[config.mk]
export PLATFORM = sky130hd
export DESIGN_NAME = mul_div_unit
export DESIGN_NICKNAME = d
export VERILOG_FILES = /design/src/rtl/muldiv_pkg.sv /design/src/rtl/mul_div_unit_div_step.sv /design/src/rtl/mul_div_unit.sv
export SDC_FILE = /design/constraint.sdc
export NUM_CORES = 1
export LEC_CHECK = 0
export CAP_MARGIN = 15
export CORE_ASPECT_RATIO = 0.7
export CORE_MARGIN = 8
export CORE_UTILIZATION = 35
export DETAILED_ROUTE_END_ITERATION = 10
export PLACE_DENSITY = 0.52
export SYNTH_ARGS = -nofsm -noshare
export SYNTH_HDL_FRONTEND = slang
export SYNTH_SLANG_ARGS = --single-unit
[constraint.sdc]
create_clock -name clk -period 3.85 [get_ports clk]
set_clock_uncertainty 0.1 [all_clocks]
set_input_delay 0.9625 -clock clk [delete_from_list [all_inputs] [get_ports clk]]
set_output_delay 0.9625 -clock clk [all_outputs]
set_load 0.1 [all_outputs]
[src/rtl/muldiv_pkg.sv]
// Shared definitions for the iterative RV32M multiply/divide unit:
// funct3 encodings, FSM state type, default width and counter width.
package muldiv_pkg;

  localparam int XLEN_DEF  = 32;
  localparam int CNT_W_DEF = $clog2(XLEN_DEF);

  localparam logic [2:0] F3_MUL    = 3'b000;
  localparam logic [2:0] F3_MULH   = 3'b001;
  localparam logic [2:0] F3_MULHSU = 3'b010;
  localparam logic [2:0] F3_MULHU  = 3'b011;
  localparam logic [2:0] F3_DIV    = 3'b100;
  localparam logic [2:0] F3_DIVU   = 3'b101;
  localparam logic [2:0] F3_REM    = 3'b110;
  localparam logic [2:0] F3_REMU   = 3'b111;

  typedef enum logic [1:0] {
    IDLE,
    RUN,
    FIX,
    DONE
  } state_t;

endpackage

[src/rtl/mul_div_unit_div_step.sv]
// One restoring-division step: shift the partial remainder left, bring in
// the next dividend bit, subtract the divisor and keep the difference when
// it is non-negative.
module div_step #(
  parameter int XLEN = 32
) (
  input  logic [XLEN-1:0] rem_in,
  input  logic            dividend_bit,
  input  logic [XLEN-1:0] divisor,
  output logic [XLEN-1:0] rem_out,
  output logic            q_bit
);

  logic [XLEN:0] shifted;

  // Trial subtraction; a kept difference is always below the divisor, so it fits in XLEN bits.
  always_comb begin
    shifted = {rem_in, dividend_bit};
    q_bit   = (shifted >= {1'b0, divisor});
    rem_out = q_bit ? XLEN'(shifted - {1'b0, divisor}) : shifted[XLEN-1:0];
  end

endmodule

[src/rtl/mul_div_unit.sv]
// Iterative RV32M multiply/divide unit (shift-add multiply, restoring divide).
// Optional build macro MULDIV_EARLY_OUT_EN: divide-by-zero and signed
// overflow skip RUN and go straight to FIX.
module mul_div_unit
  import muldiv_pkg::*;
#(
  parameter int XLEN = XLEN_DEF
) (
  input  logic            clk,
  input  logic            rst,
  input  logic            start,
  input  logic [XLEN-1:0] A,
  input  logic [XLEN-1:0] B,
  input  logic [2:0]      funct3,
  output logic            busy,
  output logic            done,
  output logic [XLEN-1:0] Result
);

  localparam int CNT_W = $clog2(XLEN);
  localparam logic [CNT_W-1:0] LAST    = CNT_W'(XLEN - 1);
  localparam logic [XLEN-1:0]  MIN_NEG = {1'b1, {(XLEN-1){1'b0}}};

  state_t              state;
  logic [2:0]          f3;
  logic [XLEN-1:0]     mag_a, mag_b, a_raw, rem, quo;
  logic [2*XLEN-1:0]   prod;
  logic                neg, dz, ovf;
  logic [CNT_W-1:0]    cnt;

  logic                sa, sb, start_dz, start_ovf, early_out;
  logic [XLEN-1:0]     in_mag_a, in_mag_b;
  logic [XLEN:0]       add_sum;
  logic [2*XLEN-1:0]   prod_nxt, mul_full;
  logic [XLEN-1:0]     rem_nxt, quo_s, rem_s, fix_res;
  logic                q_bit;

  // Decode operand signs, magnitudes and special cases at the request.
  always_comb begin
    sa        = A[XLEN-1] & (funct3 inside {F3_MULH, F3_MULHSU, F3_DIV, F3_REM});
    sb        = B[XLEN-1] & (funct3 inside {F3_MULH, F3_DIV, F3_REM});
    in_mag_a  = sa ? -A : A;
    in_mag_b  = sb ? -B : B;
    start_dz  = (B == '0);
    start_ovf = (funct3 inside {F3_DIV, F3_REM}) && (A == MIN_NEG) && (B == '1);
`ifdef MULDIV_EARLY_OUT_EN
    early_out = funct3[2] & (start_dz | start_ovf);
`else
    early_out = 1'b0;
`endif
  end

  // Shift-add multiply step: multiplier sits in the low half and shifts out.
  always_comb begin
    add_sum  = {1'b0, prod[2*XLEN-1:XLEN]} + {1'b0, (prod[0] ? mag_a : '0)};
    prod_nxt = {add_sum, prod[XLEN-1:1]};
  end

  // quo starts holding the dividend; its MSB feeds the step and quotient bits fill from the right.
  div_step #(.XLEN(XLEN)) u_div_step (
    .rem_in       (rem),
    .dividend_bit (quo[XLEN-1]),
    .divisor      (mag_b),
    .rem_out      (rem_nxt),
    .q_bit        (q_bit)
  );

  // Sign fix, output select and RISC-V special-case override.
  always_comb begin
    mul_full = neg ? -prod : prod;
    quo_s    = neg ? -quo : quo;
    rem_s    = neg ? -rem : rem;
    unique case (f3)
      F3_MUL:                       fix_res = mul_full[XLEN-1:0];
      F3_MULH, F3_MULHSU, F3_MULHU: fix_res = mul_full[2*XLEN-1:XLEN];
      F3_DIV, F3_DIVU:              fix_res = dz ? '1 : (ovf ? MIN_NEG : quo_s);
      default:                      fix_res = dz ? a_raw : (ovf ? '0 : rem_s);
    endcase
  end

  // Control FSM with registered busy/done/Result and the iteration datapath.
  always_ff @(posedge clk) begin
    if (rst) begin
      state  <= IDLE;
      busy   <= 1'b0;
      done   <= 1'b0;
      Result <= '0;
      cnt    <= '0;
      f3     <= '0;
      mag_a  <= '0;
      mag_b  <= '0;
      a_raw  <= '0;
      rem    <= '0;
      quo    <= '0;
      prod   <= '0;
      neg    <= 1'b0;
      dz     <= 1'b0;
      ovf    <= 1'b0;
    end else begin
      unique case (state)
        IDLE, DONE: begin
          done <= 1'b0;
          if (start) begin
            f3    <= funct3;
            mag_a <= in_mag_a;
            mag_b <= in_mag_b;
            a_raw <= A;
            neg   <= (funct3 == F3_REM) ? sa : (sa ^ sb);
            dz    <= start_dz;
            ovf   <= start_ovf;
            cnt   <= '0;
            rem   <= '0;
            quo   <= in_mag_a;
            prod  <= {{XLEN{1'b0}}, in_mag_b};
            busy  <= 1'b1;
            state <= early_out ? FIX : RUN;
          end else begin
            state <= IDLE;
          end
        end
        RUN: begin
          cnt <= cnt + 1'b1;
          if (f3[2]) begin
            rem <= rem_nxt;
            quo <= {quo[XLEN-2:0], q_bit};
          end else begin
            prod <= prod_nxt;
          end
          if (cnt == LAST) state <= FIX;
        end
        FIX: begin
          Result <= fix_res;
          busy   <= 1'b0;
          done   <= 1'b1;
          state  <= DONE;
        end
        default: state <= IDLE;
      endcase
    end
  end

endmodule

After elaboration in Yosys (flattened, before gate mapping) --
Index checks and enable logic that the tools add are counted. W data, S select, Z words.
Word-level totals: bits in registers 271, output and inout bits 34, word-level logic and storage cells 94
Cells by class: add/subtract/negate cells 8, magnitude comparators 1, equality and inequality tests 19, multiplexer cells 30, bitwise gates (word level) 3, reduce and logical (&&, ||, !) cells 18
Operators by type and width (number):
- $mux W32 | 14
- $mux W64 | 3
- $neg A32 Y32 | 4
- $pmux W32 S2 | 2
- $pmux W64 S2 | 1
- $pmux W32 S3 | 1
- $eq A32 B32 Y1 const B | 2
- $neg A64 Y64 | 1
- $add A32 B32 Y33 | 1
- $ge A33 B32 Y1 | 1
- $logic_not A32 Y1 | 1
- $sub A32 B32 Y32 | 1
- $eq A3 B3 Y1 const B | 4
- $pmux W5 S2 | 1
- $eq A3 B2 Y1 const B | 3
- $ne A2 B2 Y1 const B | 4
- $eq A3 B1 Y1 const B | 2
- $pmux W2 S3 | 1
- $reduce_and A2 Y1 | 3
- $reduce_and A3 Y1 | 2
- $reduce_bool A2 Y1 | 3
- $add A5 B1 Y5 const B | 1
- $eq A5 B5 Y1 const B | 1
- $mux W5 | 1
- 14 further kinds | 21

Logic depth before layout (Yosys ltp) --
Gate-level depths: netlist of the first run.
depth after elaboration 6, depth in mapped cells 14, depth with buffers taken out 12

Modules after synthesis --
Synthesis of the first run repeated with hierarchy kept, for this count alone.
Second synthesis, totals: cell total of the unflattened synthesis 2629, area, all modules 19492.4 µm²
By module, submodules not included:
- mul_div_unit | times used 1, cells an instance 2306, area an instance 17161.5 µm²
- div_step | times used 1, cells an instance 323, area an instance 2331.0 µm²

Least setup slack after synthesis of the first run --
No wires, ideal clock.
path type input to register, start input A[0], end register quo[30], library setup time 0.132 ns, data arrival time 3.127 ns, path slack 0.491 ns, cell stages on the path 10, cells stage by stage inv_1 -> ha_1 -> or3b_2 -> nor4_1 -> nand4b_1 -> o41ai_1 -> xor2_1 -> o21ai_0 -> nand2_1 -> a21oi_1
On the way: cells in the longest elaborated chain, start to end 4
RTL lines:
- from (decl) | line mul_div_unit.sv:12 | input logic [XLEN-1:0] A,
- $neg A32 Y32 | line mul_div_unit.sv:42 | in_mag_a = sa ? -A : A;
- $mux W32 | line mul_div_unit.sv:42
- $mux W32 | line mul_div_unit.sv:103 | if (start) begin
- $pmux W32 S2 | line mul_div_unit.sv:100 | unique case (state)
- to (signal assigned) | line mul_div_unit.sv:113 | quo <= in_mag_a;
- to (signal assigned) | line mul_div_unit.sv:125 | quo <= {quo[XLEN-2:0], q_bit};
- to (decl) | line mul_div_unit.sv:26 | logic [XLEN-1:0] mag_a, mag_b, a_raw, rem, quo;
No other way between the ends. The select of a mux whose other input is x is not followed. A chain may end at the register's enable or synchronous reset.

Worst setup path after layout of the first run --
start register prod[17], end register Result[22]
On the way: cells in the longest elaborated chain, start to end 3
RTL lines:
- from (decl) | line mul_div_unit.sv:27 | logic [2*XLEN-1:0] prod;
- from (signal assigned) | line mul_div_unit.sv:114 | prod <= {{XLEN{1'b0}}, in_mag_b};
- from (signal assigned) | line mul_div_unit.sv:127 | prod <= prod_nxt;
- $neg A64 Y64 | line mul_div_unit.sv:70 | mul_full = neg ? -prod : prod;
- $mux W64 | line mul_div_unit.sv:70
- $pmux W32 S3 | line mul_div_unit.sv:73 | unique case (f3)
- to (signal assigned) | line mul_div_unit.sv:132 | Result <= fix_res;
- to (decl) | line mul_div_unit.sv:17 | output logic [XLEN-1:0] Result
No other way between the ends.

==> impl_metrics.prom, run 1 <==
# TYPE chip_impl_metric gauge
chip_impl_metric{name="worst_ep_required_time",unit="ns"} 4.28
chip_impl_metric{name="finalHoldViolations",unit=""} 0
chip_impl_metric{name="synth_async_sr_flop_share",unit="%"} 0
chip_impl_metric{name="first_pass_iters",unit=""} 5
chip_impl_metric{name="worst_slew_margin_rel",unit="%"} 18.0
chip_impl_metric{name="tightest_slew",unit="ns"} 1.22
chip_impl_metric{name="globalRouteTotalUtil",unit="%"} 26.3
chip_impl_metric{name="design_area",unit="µm²"} 23300
chip_impl_metric{name="detailedRoute.firstIterationViolations",unit=""} 2551
chip_impl_metric{name="synth_warn",unit=""} 0
chip_impl_info{name="status",value="complete, no violations"} 1
chip_impl_info{name="library_cell_used_as_clock_root_buffer",value="sky130_fd_sc_hd__clkbuf_16"} 1
chip_impl_metric{name="min_period",unit="ns"} 3.74
chip_impl_metric{name="worst_skew_pair.late_latency",unit="ns"} 0.61
chip_impl_metric{name="number_of_enable_type_register_cells_in_the_synthesized_netlist",unit=""} 0
chip_impl_metric{name="drt.antenna.violating_nets",unit=""} 0
chip_impl_info{name="critPathCaptureType",value="flop"} 1
chip_impl_info{name="r2r-end",value="Result[22]"} 1
chip_impl_metric{name="globalRoute.totalOverflow",unit=""} 0
chip_impl_metric{name="fillerInstances",unit=""} 5562
chip_impl_info{name="grt_setup_unrepaired",value="false"} 1
chip_impl_info{name="critical_path.startpoint",value="prod[17]"} 1
chip_impl_info{name="mostFrequentLayoutCells",value="377 x sky130_fd_sc_hd__nand2_1, 269 x sky130_fd_sc_hd__dfxtp_1, 235 x sky130_fd_sc_hd__buf_4, 220 x sky130_fd_sc_hd__nor2_1, 219 x sky130_fd_sc_hd__a21oi_1"} 1
chip_impl_metric{name="die-area",unit="µm²"} 62700
chip_impl_metric{name="finalWirelength",unit="µm"} 85900
chip_impl_metric{name="via_per_inst",unit=""} 5.87
chip_impl_metric{name="netlist_area",unit="µm²"} 19200
chip_impl_metric{name="nNetsFinal",unit=""} 2921
chip_impl_info{name="worstSetupStartpointType",value="flop"} 1
chip_impl_info{name="yosys-top-cells-area",value="sky130_fd_sc_hd__dfxtp_1 28%, sky130_fd_sc_hd__nand2_1 7.4%, sky130_fd_sc_hd__a21oi_1 5.8%"} 1
chip_impl_metric{name="worst_hold_path.num_cells",unit=""} 2
chip_impl_metric{name="path_clk_slew",unit="ns"} 0.06
chip_impl_metric{name="syn_nets",unit=""} 2741
chip_impl_metric{name="die_width",unit="µm"} 296
chip_impl_metric{name="grt_max_degree",unit=""} 140
chip_impl_info{name="holdCritPathClass",value="reg -> reg"} 1
chip_impl_metric{name="num_io_pins",unit=""} 104
chip_impl_metric{name="gpl.final_weighted_congestion",unit=""} 0.962
chip_impl_metric{name="drv_slew",unit=""} 0
chip_impl_metric{name="antenna_found_initial",unit=""} 1
chip_impl_info{name="setup.worst_path.class",value="reg -> reg"} 1
chip_impl_metric{name="rr_worst_depth",unit=""} 9
chip_impl_metric{name="finalWorstSetupSlack",unit="ns"} 0.112
chip_impl_metric{name="clock_sinks",unit=""} 270
chip_impl_metric{name="grt_first_pass_wirelength",unit="µm"} 126000
chip_impl_metric{name="finalCritPeriodShare",unit="%"} 97.1
chip_impl_metric{name="coreArea",unit="µm²"} 53900
chip_impl_info{name="top_reg_cell_synth",value="sky130_fd_sc_hd__dfxtp_1"} 1
chip_impl_metric{name="setup-tns-final",unit="ns"} 0
chip_impl_metric{name="drc",unit=""} 0
chip_impl_info{name="worstReg2RegStart",value="prod[17]"} 1
chip_impl_info{name="synthDominantAreaCellType",value="sky130_fd_sc_hd__dfxtp_1"} 1
chip_impl_info{name="cts_tree",value="done"} 1
chip_impl_metric{name="dpl_cell_area",unit="µm²"} 22200
chip_impl_metric{name="netlist_instances",unit=""} 2594
chip_impl_metric{name="yosysTopAreaCellShare",unit="%"} 28.2
chip_impl_metric{name="routed_wire_length_per_instance",unit="µm"} 24.3
chip_impl_metric{name="dp_worst_setup_slack",unit="ns"} -0.100
chip_impl_metric{name="synth.ff_latch_count",unit=""} 270
chip_impl_metric{name="fmax",unit="MHz"} 267
chip_impl_info{name="hold_end",value="Result[22]"} 1
chip_impl_metric{name="cellPowerDensity",unit="nW/µm²"} 732
chip_impl_metric{name="clock_tree.buffer_depth",unit=""} 3
chip_impl_metric{name="floorplan.initialDensity",unit="%"} 35.6
chip_impl_metric{name="worst-r2r-setup-slack",unit="ns"} 0.11
chip_impl_metric{name="dr_total_vias",unit=""} 20700
chip_impl_metric{name="power.static_leakage",unit="nW"} 9.28
chip_impl_metric{name="via_count_of_the_first_global_routing_pass",unit=""} 18800
chip_impl_info{name="most_common_library_cell_in_the_layout_ignoring_fill_and_taps",value="sky130_fd_sc_hd__nand2_1"} 1
chip_impl_metric{name="hpwlAfterDp",unit="µm"} 67500
chip_impl_metric{name="final-setup-viol-count",unit=""} 0
chip_impl_metric{name="portion_of_the_post_synthesis_area_used_by_sequential_elements",unit="%"} 28.2
chip_impl_metric{name="area_growth_from_synthesis_to_layout",unit="%"} 21.2
chip_impl_metric{name="timing.max_cap.violations",unit=""} 0
chip_impl_metric{name="layout.core_utilization",unit="%"} 43.2
chip_impl_info{name="timing.hold.worst.start",value="Result[22]"} 1
chip_impl_metric{name="fp-row-count",unit=""} 71
chip_impl_metric{name="dieHeight",unit="µm"} 212
chip_impl_metric{name="area.sequential",unit="µm²"} 5410
chip_impl_metric{name="synth.distinct_cells",unit=""} 76
chip_impl_metric{name="timing.critical_path.fanout_max",unit=""} 5
chip_impl_metric{name="portBuffers",unit=""} 103
chip_impl_metric{name="multi_input_comb_area",unit="µm²"} 12900
chip_impl_metric{name="max-vdd-ir-drop",unit="µV"} 450
chip_impl_metric{name="cts_max_level",unit=""} 1
chip_impl_metric{name="final_layout_size_suffix_gt1_share",unit="%"} 12.1
chip_impl_metric{name="synthesis.area_per_instance",unit="µm²"} 7.40
chip_impl_metric{name="worst-endpoint-arrival",unit="ns"} 4.17
chip_impl_metric{name="tritoncts.num_buffers",unit=""} 30
[synth_stat cells, types with 16 or more instances]
| master | n |
|---|---|
| sky130_fd_sc_hd__a211oi_1 | 70 |
| sky130_fd_sc_hd__a21o_1 | 27 |
| sky130_fd_sc_hd__a21oi_1 | 221 |
| sky130_fd_sc_hd__a221oi_1 | 28 |
| sky130_fd_sc_hd__a22o_1 | 19 |
| sky130_fd_sc_hd__a22oi_1 | 20 |
| sky130_fd_sc_hd__a31oi_1 | 17 |
| sky130_fd_sc_hd__and2_1 | 37 |
| sky130_fd_sc_hd__clkbuf_1 | 155 |
| sky130_fd_sc_hd__dfxtp_1 | 270 |
| sky130_fd_sc_hd__ha_1 | 75 |
| sky130_fd_sc_hd__inv_1 | 80 |
| sky130_fd_sc_hd__mux2i_1 | 45 |
| sky130_fd_sc_hd__nand2_1 | 378 |
| sky130_fd_sc_hd__nand2b_1 | 24 |
| sky130_fd_sc_hd__nand3_1 | 40 |
| sky130_fd_sc_hd__nand4_1 | 28 |
| sky130_fd_sc_hd__nor2_1 | 222 |
| sky130_fd_sc_hd__nor3_1 | 50 |
| sky130_fd_sc_hd__nor4_1 | 34 |
| sky130_fd_sc_hd__o21a_1 | 16 |
| sky130_fd_sc_hd__o21ai_0 | 200 |
| sky130_fd_sc_hd__o31ai_1 | 58 |
| sky130_fd_sc_hd__o41ai_1 | 19 |
| sky130_fd_sc_hd__or2_2 | 16 |
| sky130_fd_sc_hd__or3_1 | 23 |
| sky130_fd_sc_hd__or4_1 | 30 |
| sky130_fd_sc_hd__xnor2_1 | 101 |
| sky130_fd_sc_hd__xor2_1 | 97 |
[critical path: stages, from the launching register on]
cell                       delay (ns)
sky130_fd_sc_hd__dfxtp_1         0.36
sky130_fd_sc_hd__or4_1           0.52
sky130_fd_sc_hd__or4_4           0.56
sky130_fd_sc_hd__or4b_4          0.62
sky130_fd_sc_hd__or4b_4          0.51
sky130_fd_sc_hd__mux2i_1         0.14
sky130_fd_sc_hd__o22ai_1         0.40
sky130_fd_sc_hd__o211ai_1        0.19
sky130_fd_sc_hd__buf_4           0.22
sky130_fd_sc_hd__nand2_1         0.05
[timing repair]
action | 4_1_cts | 5_1_grt
endpoints found under the setup margin | 0 | 2
resized for setup | 0 | 2
buffers inserted | 0 | 0
hold buffers | 0 | 0
[report_power, final]
group	internal (mW)	switching, mW	leakage (nW)
Sequential	3.52	0.944	2.21
Clock	1.89	1.35	0.508
Combinational	3.10	6.22	6.56
[cells by family (layout without fill, tap and decap cells)]
family	Yosys count	after routing	share of synthesized area (%)
AO/OA/AOI/OAI	819	819	27.5
other	0	1	0
AND/OR/NAND/NOR	938	938	22.9
flip-flops	270	270	28.2
adder cells (fa/ha/maj)	77	77	5.10
XOR/XNOR	198	198	9.03
buffers and inverters	246	450	4.83
multiplexers	46	46	2.46
[routing by layer]
layer | up-vias | track usage (%) | share of wire [%]
met4 | 0 | 3.88 | 1.4
met2 | 882 | 35.7 | 38
met3 | 76 | 7.46 | 11
met5 | - | 0 | 0
li1 | 9795 | - | -
met1 | 9965 | 40.9 | 50
[flip-flops by register name, indices dropped and copies added (netlist names)]
register	flops
ovf	1
dz	1
neg	1
mag_b	32
state	2
Result	32
prod	64
rem	32
f3	3
busy	1
a_raw	31
done	1
quo	32
mag_a	32
cnt	5
[how the worst max path moves through the flow]
stage                      end  slack (ns)  cells past startpoint
detailed placement    prod[30]       -0.10                     11
CTS                 Result[18]        0.06                      8
global placement      prod[30]       -0.06                     11
global route        Result[29]        0.04                      9
floorplan              quo[30]        0.49                     10
finish              Result[22]        0.11                      9
[metrics by stage]
stage	cells	hold slack, ns	power, mW
after detailed placement	3472	0.344	13.5
final	3529	0.351	17.0
after floorplan	2594	0.336	9.75
after CTS	3528	0.354	16.8
after global placement	3472	0.338	13.4
after global routing	3528	0.378	17.9
[final cells by class]
cell class                 count  area share [%]
antenna                        1          0.0108
sequential                   270            23.2
timing repair buffer         314            11.4
multi-input combinational   2078            55.5
clock inverter                16           0.962
tap                          730            3.93
inverter                      80            1.29
clock buffer                  40            3.65
Power figures use the tool's default switching activity.
==> run 2, diff against run 1 <==
- MAX_ROUTING_LAYER: not set -> met4
- SYNTH_HIERARCHICAL: not set -> 1
==> run 2 against run 1 <==
Compared with the run above:
- clock power is 4% lower
- clock-buffer cell count grew 6
- sequential cell count stayed put
- final cell count is 0.43% lower
- maximum frequency grew 0.33%
- final area fell by 1.0%
- power is 3.0% lower
- sequential share of layout area grew 0.24 points
- critical endpoint is now Result[5]
- largest cell class unchanged
- largest power group unchanged
==> impl_metrics.prom, run 2 <==
# TYPE chip_impl_metric gauge
chip_impl_metric{name="tightest_slew",unit="ns"} 1.01
chip_impl_metric{name="synth.distinct_cells",unit=""} 92
chip_impl_metric{name="tritoncts.num_buffers",unit=""} 34
chip_impl_metric{name="netlist_area",unit="µm²"} 19500
chip_impl_metric{name="first_pass_iters",unit=""} 6
chip_impl_metric{name="layout.cells.non_filler",unit=""} 3514
chip_impl_metric{name="power.static_leakage",unit="nW"} 8.99
chip_impl_metric{name="final-setup-viol-count",unit=""} 0
chip_impl_metric{name="synthesis.area_per_instance",unit="µm²"} 7.41
chip_impl_metric{name="worst_skew_pair.late_latency",unit="ns"} 0.54
chip_impl_metric{name="yosysTopAreaCellShare",unit="%"} 27.7
chip_impl_metric{name="min_period",unit="ns"} 3.73
chip_impl_metric{name="dieHeight",unit="µm"} 213
chip_impl_metric{name="drv_slew",unit=""} 0
chip_impl_metric{name="finalWorstSetupSlack",unit="ns"} 0.124
chip_impl_metric{name="via_per_inst",unit=""} 5.89
chip_impl_metric{name="timing.max_cap.violations",unit=""} 0
chip_impl_metric{name="p_total",unit="mW"} 16.5
chip_impl_metric{name="globalRoute.totalOverflow",unit=""} 0
chip_impl_metric{name="finalHoldViolations",unit=""} 0
chip_impl_info{name="library_cell_used_as_clock_root_buffer",value="sky130_fd_sc_hd__clkbuf_16"} 1
chip_impl_metric{name="antenna_found_initial",unit=""} 1
chip_impl_metric{name="portion_of_the_post_synthesis_area_used_by_sequential_elements",unit="%"} 27.7
chip_impl_metric{name="final_layout_size_suffix_gt1_share",unit="%"} 11.6
chip_impl_metric{name="routed_wire_length_per_instance",unit="µm"} 23.8
chip_impl_info{name="most_common_library_cell_in_the_layout_ignoring_fill_and_taps",value="sky130_fd_sc_hd__nand2_1"} 1
chip_impl_metric{name="number_of_enable_type_register_cells_in_the_synthesized_netlist",unit=""} 0
chip_impl_metric{name="largest_register_ffs",unit=""} 64
chip_impl_metric{name="hpwlAfterDp",unit="µm"} 65600
chip_impl_info{name="synth.cells.most_frequent",value="377 x sky130_fd_sc_hd__nand2_1, 270 x sky130_fd_sc_hd__dfxtp_1, 253 x sky130_fd_sc_hd__nor2_1, 218 x sky130_fd_sc_hd__a21oi_1, 173 x sky130_fd_sc_hd__o21ai_0"} 1
chip_impl_info{name="status",value="complete, no violations"} 1
chip_impl_metric{name="area_growth_from_synthesis_to_layout",unit="%"} 18.1
chip_impl_metric{name="num_io_pins",unit=""} 104
chip_impl_metric{name="path_clk_slew",unit="ns"} 0.06
chip_impl_metric{name="cts_max_level",unit=""} 2
chip_impl_metric{name="drc",unit=""} 0
chip_impl_info{name="cell_with_the_most_instances_after_synthesis",value="sky130_fd_sc_hd__nand2_1"} 1
chip_impl_metric{name="cts_hold_buf",unit=""} 0
chip_impl_metric{name="timing.critical_path.fanout_max",unit=""} 7
chip_impl_metric{name="cellPowerDensity",unit="nW/µm²"} 717
chip_impl_metric{name="synth.ff_latch_count",unit=""} 270
chip_impl_metric{name="via_count_of_the_first_global_routing_pass",unit=""} 18600
chip_impl_metric{name="setup-tns-final",unit="ns"} 0
chip_impl_metric{name="layout.core_utilization",unit="%"} 41.8
chip_impl_metric{name="syn_nets",unit=""} 2776
chip_impl_info{name="holdCritPathClass",value="reg -> reg"} 1
chip_impl_metric{name="dr_total_vias",unit=""} 20700
chip_impl_metric{name="netlist_instances",unit=""} 2629
chip_impl_metric{name="synth_warn",unit=""} 6
chip_impl_info{name="grt_setup_unrepaired",value="false"} 1
chip_impl_metric{name="grt_max_degree",unit=""} 70
chip_impl_metric{name="coreArea",unit="µm²"} 55100
chip_impl_metric{name="globalRouteTotalUtil",unit="%"} 25.7
chip_impl_metric{name="comb_power_share",unit="%"} 54.1
chip_impl_metric{name="nNetsFinal",unit=""} 2901
chip_impl_info{name="synthDominantAreaCellType",value="sky130_fd_sc_hd__dfxtp_1"} 1
chip_impl_metric{name="dp_worst_setup_slack",unit="ns"} 0.0717
chip_impl_metric{name="portBuffers",unit=""} 103
chip_impl_info{name="top_reg_cell_synth",value="sky130_fd_sc_hd__dfxtp_1"} 1
chip_impl_metric{name="clock_sinks",unit=""} 270
chip_impl_metric{name="power_switching",unit="mW"} 8.27
chip_impl_metric{name="switching_share",unit="%"} 50.1
chip_impl_metric{name="power_report.internal_total",unit="mW"} 8.25
chip_impl_metric{name="grt_first_pass_wirelength",unit="µm"} 123000
chip_impl_info{name="critPathCaptureType",value="flop"} 1
chip_impl_metric{name="die-area",unit="µm²"} 63600
chip_impl_metric{name="max-vdd-ir-drop",unit="µV"} 521
chip_impl_metric{name="clk_network_pwr_share",unit="%"} 18.9
chip_impl_metric{name="fmax",unit="MHz"} 268
chip_impl_info{name="mostFrequentLayoutCells",value="376 x sky130_fd_sc_hd__nand2_1, 269 x sky130_fd_sc_hd__dfxtp_1, 251 x sky130_fd_sc_hd__nor2_1, 216 x sky130_fd_sc_hd__a21oi_1, 189 x sky130_fd_sc_hd__buf_4"} 1
chip_impl_metric{name="drt.antenna.violating_nets",unit=""} 0
chip_impl_info{name="max_flop_register",value="prod"} 1
chip_impl_metric{name="finalWirelength",unit="µm"} 83500
chip_impl_metric{name="worst-endpoint-arrival",unit="ns"} 4.00
chip_impl_info{name="cts_tree",value="done"} 1
chip_impl_metric{name="worst_slew_margin_rel",unit="%"} 32.3
chip_impl_metric{name="dp_cells",unit=""} 3458
chip_impl_metric{name="detailedRoute.firstIterationViolations",unit=""} 2413
chip_impl_metric{name="fp-row-count",unit=""} 72
chip_impl_info{name="setup.worst_path.class",value="reg -> reg"} 1
chip_impl_metric{name="synth_async_sr_flop_share",unit="%"} 0
chip_impl_metric{name="sequentialPowerShare",unit="%"} 27.0
chip_impl_info{name="worstSetupStartpointType",value="flop"} 1
chip_impl_metric{name="finalCritPeriodShare",unit="%"} 96.8
chip_impl_metric{name="worst_ep_required_time",unit="ns"} 4.12
chip_impl_metric{name="gpl.final_weighted_congestion",unit=""} 0.991
chip_impl_info{name="yosys-top-cells-area",value="sky130_fd_sc_hd__dfxtp_1 28%, sky130_fd_sc_hd__nand2_1 7.3%, sky130_fd_sc_hd__a21oi_1 5.6%"} 1
chip_impl_metric{name="floorplan.initialDensity",unit="%"} 35.4
chip_impl_metric{name="die_width",unit="µm"} 298
chip_impl_metric{name="clock_tree.buffer_depth",unit=""} 3
run 2: cell types whose count changed in the layout (fill, tap and decap cells not counted), sizes merged, moves of 11 or more:
cell	before	now
a22oi	20	53
mux2i	45	18
nor3	50	66
mux2	0	31
nor2	222	254
o21ai	202	177
buf	246	194
a22o	19	6
or4	32	16
a31oi	17	28
run 2: kinds of logic (layout without fill, tap and decap cells):
group / count (synthesis) / after routing / synth area share [%]
adder cells (fa/ha/maj): 77 / 77 / 5.02
buffers and inverters: 252 / 396 / 5.05
other: 0 / 1 / 0
XOR/XNOR: 205 / 205 / 9.21
flip-flops: 270 / 270 / 27.7
AND/OR/NAND/NOR: 976 / 976 / 23.5
AO/OA/AOI/OAI: 800 / 800 / 26.6
multiplexers: 49 / 49 / 2.89
run 2: through the flow:
stage / area, µm² / hold slack (ns)
finish: 23000 / 0.370
global route: 23000 / 0.377
CTS: 23000 / 0.363
detailed placement: 22000 / 0.352
global placement: 22000 / 0.349
floorplan: 19500 / 0.327
run 2: worst paths after layout:
kind                    end  startpoint  depth (start not counted)  slack, ns
setup reg to reg  Result[5]    prod[18]                         10       0.12
hold / removal    a_raw[21]   a_raw[21]                          2       0.37
setup / recovery  Result[5]    prod[18]                         10       0.12
hold reg to reg   a_raw[21]   a_raw[21]                          2       0.37
run 2: final cells by class:
type / instances / area, µm²
sequential: 270 / 5410
fill: 5730 / 32100
multi-input combinational: 2107 / 13100
clock buffer: 46 / 946
tap: 740 / 926
antenna: 1 / 2.50
clock inverter: 9 / 96.3
inverter: 78 / 293
timing repair buffer: 263 / 2210
run 2: worst max-delay path: stages (launching register included):
cell,delay (ns)
sky130_fd_sc_hd__dfxtp_1,0.40
sky130_fd_sc_hd__nor4_1,0.57
sky130_fd_sc_hd__nand3b_1,0.30
sky130_fd_sc_hd__nor4_4,0.32
sky130_fd_sc_hd__buf_4,0.23
sky130_fd_sc_hd__nand2_1,0.15
sky130_fd_sc_hd__nor2_2,0.26
sky130_fd_sc_hd__mux2i_1,0.11
sky130_fd_sc_hd__a2111oi_0,0.79
sky130_fd_sc_hd__buf_4,0.23
sky130_fd_sc_hd__o32ai_1,0.09
run 2: what timing repair did:
action,4_1_cts,5_1_grt
buffers inserted,0,0
resized for setup,0,1
setup endpoints to repair,0,29
run 2: metal layers:
metal	GRT usage (%)	part of all wire, %
met1	39.2	50
met2	33.7	38
met3	6.43	10
met4	4.03	1.4
met5	-	0
run 2: power groups by stage:
| stage | combinational [mW] | clock (mW) | sequential (mW) |
|---|---|---|---|
| 6_report | 8.93 | 3.12 | 4.47 |
| 5_1_grt | 9.57 | 3.30 | 4.54 |
| 4_1_cts | 8.74 | 3.19 | 4.43 |
| 3_5_place_dp | 8.70 | 0 | 4.49 |
| 3_3_place_gp | 8.64 | 0 | 4.46 |
| 2_1_floorplan | 5.25 | 0 | 4.64 |
